==> src/rtl/lut_check_pkg.sv <==
`default_nettype none
// ============================================================================
// Module      : lut_check_pkg
// Description : Shared types and sizes for the LUT INIT self-test sequencer.
// Revision    : 1.0 - initial release
// ============================================================================
package lut_check_pkg;

    localparam int LUT_INPUTS = 4;
    localparam int LUT_BITS   = 16;
    localparam int MISMATCH_W = 5;

    typedef enum logic [2:0] {
        IDLE   = 3'd0,
        DRIVE  = 3'd1,
        SAMPLE = 3'd2,
        CHECK  = 3'd3,
        DONE   = 3'd4
    } state_t;

endpackage
`default_nettype wire

==> src/rtl/lut_check_popcount.sv <==
`default_nettype none
// ============================================================================
// Module      : lut_check_popcount
// Description : Combinational population count of a truth-table-wide vector.
// Revision    : 1.0 - initial release
// ============================================================================
module lut_check_popcount
    import lut_check_pkg::*;
(
    input  logic [LUT_BITS-1:0]   vec_i,
    output logic [MISMATCH_W-1:0] count_o
);

    // Sum the set bits; a 16-bit vector needs 5 bits to hold a count of 16.
    always_comb begin
        count_o = '0;
        for (int i = 0; i < LUT_BITS; i++) begin
            count_o = count_o + MISMATCH_W'(vec_i[i]);
        end
    end

endmodule
`default_nettype wire

==> config.mk <==
export PLATFORM = sky130hd
export DESIGN_NAME = lut_check_popcount
export DESIGN_NICKNAME = d
export VERILOG_FILES = /design/src/rtl/lut_check_pkg.sv /design/src/rtl/lut_check_popcount.sv
export SDC_FILE = /design/constraint.sdc
export NUM_CORES = 1
export LEC_CHECK = 0
export CAP_MARGIN = 20
export CORE_AREA = 2 2 39 41
export DETAILED_ROUTE_END_ITERATION = 8
export DIE_AREA = 0 0 41 43
export PLACE_DENSITY_LB_ADDON = 0.12
export SLEW_MARGIN = 10
export SYNTH_ARGS = -nofsm -noshare
export SYNTH_HDL_FRONTEND = slang
export SYNTH_SLANG_ARGS = --single-unit
==> constraint.sdc <==
create_clock -name vclk -period 3.69
set_input_delay 0.369 -clock vclk [all_inputs]
set_output_delay 0.369 -clock vclk [all_outputs]
set_load 0.01 [all_outputs]
==> impl_metrics.ini <==
[power_and_ir_drop]
power_density_nw_per_um2 = 580
p_total_uw = 368
leakage_nw = 0.363
ir_worst_vdd_uv = 232

[sta]
max_clock_freq_mhz = 265
setup_viol = 4
maxSlewHeadroom_pct = 91.6
grt_setup_unrepaired = true
period_share_pct = 102
final.setup.tns_ns = -0.185
final_period_minus_worst_setup_slack_ns = 3.78
final_hold_viol_count = 0
timing_worst_slew_pin_value_ns = 0.125
timing_max_transition_violations_final = 0
worst_slack_ns = -0.0852

[final_layout]
nFillCells = 159
final_cells = 86
multi_input_combinational_cell_area_sq_um = 325
final-seq-area_sq_um = 0
number_of_inserted_diodes = 0
area.growth.synth_to_final_pct = 55.2
layout-drive-gt1-share_pct = 37.1
number_of_sequential_storage_elements = 0
num-nets-final = 103
core_util_final_pct = 45.8
clkbuf_count = 0

[route]
route.detailed.vias_per_inst = 3.76
first_iter_violations = 0
drt_drc_violations_left = 0
route.vias.total = 323
firstDrtPassIters = 1
ant_nets = 0
routed_wirelength_microns = 596
routedWlPerCell_microns = 6.93

[critical_path]
cp_max_fo = 2
critical_path.n_buffers_inverters = 5
slowest_stage = sky130_fd_sc_hd__fa_1
crit_path_frequent_cell = sky130_fd_sc_hd__fa_1
critPathArrivalTime_ns = 3.41
cp-end-kind = primary output
slowest_delay_ns = 0.55
setup.worst_path.class = input pin to primary output
worst_setup_path_start_kind = input pin
cp_top_family = adder cells
critical_path_required_ns = 3.32
path_cells = buf_6 -> inv_4 -> fa_1 -> fa_1 -> fa_1 -> fa_1 -> inv_2 -> ha_4 -> inv_2 -> fa_2 -> nor2b_1 -> o21a_1 -> buf_2

[logic_synthesis]
synth_xor_xnor_area_share_pct = 4.29
synthesis.area_per_instance_sq_um = 8.68
synthSimpleGateAreaFrac_pct = 1.53
synth.most_common_cell = sky130_fd_sc_hd__inv_1
post_synth_num_cell_types = 8
netlist.top_cell.by_area = sky130_fd_sc_hd__fa_1
combinational_family_with_the_most_area_after_synthesis = adder cells
synthesis.instances = 47
synth.top_cells.by_area = sky130_fd_sc_hd__fa_1 (49%), sky130_fd_sc_hd__inv_1 (24%), sky130_fd_sc_hd__ha_1 (15%)
synth_area_sq_um = 408
synth_compound_area_share_pct = 5.83
synth-warning-count = 0
synth.yosys.seq_area_share_pct = 0
synth_top_area_share_pct = 49.1
synth_adder_area_share_pct = 64.4
synth_mux_area_share_pct = 0
postSynthNetCount = 78
synth.cells.most_frequent = sky130_fd_sc_hd__inv_1 (26), sky130_fd_sc_hd__fa_1 (10), sky130_fd_sc_hd__ha_1 (5), sky130_fd_sc_hd__xnor2_1 (2)

[floorplan]
initial_core_util_pct = 29.5
die-area_sq_um = 1760
num_rows = 14
placeableCoreArea_sq_um = 1380
die_h_microns = 43
io-pin-count = 21
die_w_microns = 41

[run]
max_cap_violations = 0

[global_route]
globalRouteOverflowTotal = 0
pin_count_of_the_biggest_net_entering_global_routing = 4
grt_pass1_wl_microns = 1250
antenna_violations_before_repair = 0
via_count_of_the_first_global_routing_pass = 333
globalRouteTotalUtil_pct = 9.31

[min_path]
min_path_cells = 3
hold_path_end = count_o[0]
worst_hold_path_type = input pin to primary output
hold_path.startpoint = vec_i[2]

[run_status]
result_of_the_run = complete, but fails checks
violations = setup timing

[placement]
portBuffers = 21
final_weighted_congestion_of_routability_driven_global_placement = 0.613
placedCellCount = 86
detailed_place_hpwl_microns = 549

[cts]
buffers_inserted_by_post_cts_timing_repair = 0
holdBufCountCts = 0
power by group:
part / total, mW / switching [mW] / leakage [nW] / internal [mW]
sequential: 0 / 0 / 0 / 0
combinational: 0.368 / 0.167 / 0.363 / 0.200
clock: 0 / 0 / 0 / 0
cells in the final DEF, fill, tap and decap left out:
master,n
sky130_fd_sc_hd__inv_1,18
sky130_fd_sc_hd__fa_1,9
sky130_fd_sc_hd__buf_2,8
sky130_fd_sc_hd__inv_2,7
sky130_fd_sc_hd__clkdlybuf4s50_1,7
sky130_fd_sc_hd__buf_6,5
sky130_fd_sc_hd__ha_1,4
sky130_fd_sc_hd__xnor2_1,2
sky130_fd_sc_hd__inv_4,1
sky130_fd_sc_hd__a21o_1,1
sky130_fd_sc_hd__a21oi_2,1
sky130_fd_sc_hd__nor2b_1,1
sky130_fd_sc_hd__o21a_1,1
sky130_fd_sc_hd__fa_2,1
sky130_fd_sc_hd__ha_4,1
sky130_fd_sc_hd__clkbuf_2,1
sky130_fd_sc_hd__dlygate4sd2_1,1
sky130_fd_sc_hd__buf_4,1
logic make-up (layout without fill, tap and decap cells):
logic type,after synthesis,after routing
buf+inv,26,49
fa+ha+maj,15,15
simple gates,1,1
compound gates,3,3
xor+xnor,2,2
cell type report:
cell class,instances,area share (%)
tap,16,3.16
timing repair buffer,23,29.6
inverter,26,15.8
multi-input combinational,21,51.4
repair_timing:
item / CTS / global route
endpoints found under the setup margin: 5 / 4
hold endpoints to repair: 0 / 0
gates resized for setup: 51 / 10
pin swaps: 12 / 8
through the flow:
step	area (sq um)	worst slack, ns	hold WS, ns
after global routing	633	-0.212	1.67
after CTS	617	-0.125	1.64
after detailed placement	653	-1.02	1.86
final	633	-0.0852	1.63
after global placement	653	-1.02	1.86
after floorplan	408	0.0350	0.889
metal layers:
layer / global-route usage (%) / wire, microns / vias up
met5: 0 / 0 / -
met4: 0 / 0 / 0
met3: 0 / 47 / 0
met2: 15.0 / 291 / 11
met1: 14.5 / 257 / 143
li1: - / - / 169
worst max-delay path by stage:
stage | startpoint | endpoint | slack, ns | cells after the start
final | vec_i[3] | count_o[4] | -0.09 | 13
after global routing | vec_i[3] | count_o[4] | -0.21 | 13
after CTS | vec_i[15] | count_o[4] | -0.13 | 13
after detailed placement | vec_i[0] | count_o[4] | -1.02 | 13
after global placement | vec_i[0] | count_o[4] | -1.02 | 13
after floorplan | vec_i[0] | count_o[4] | 0.04 | 11
tightest hold or removal path, delay by kind of cell:
kind	cells	cell delay (ns)
fa+ha+maj	1	0.13
buf+inv	2	0.76
Note: power is estimated with default switching activity, not from simulation.
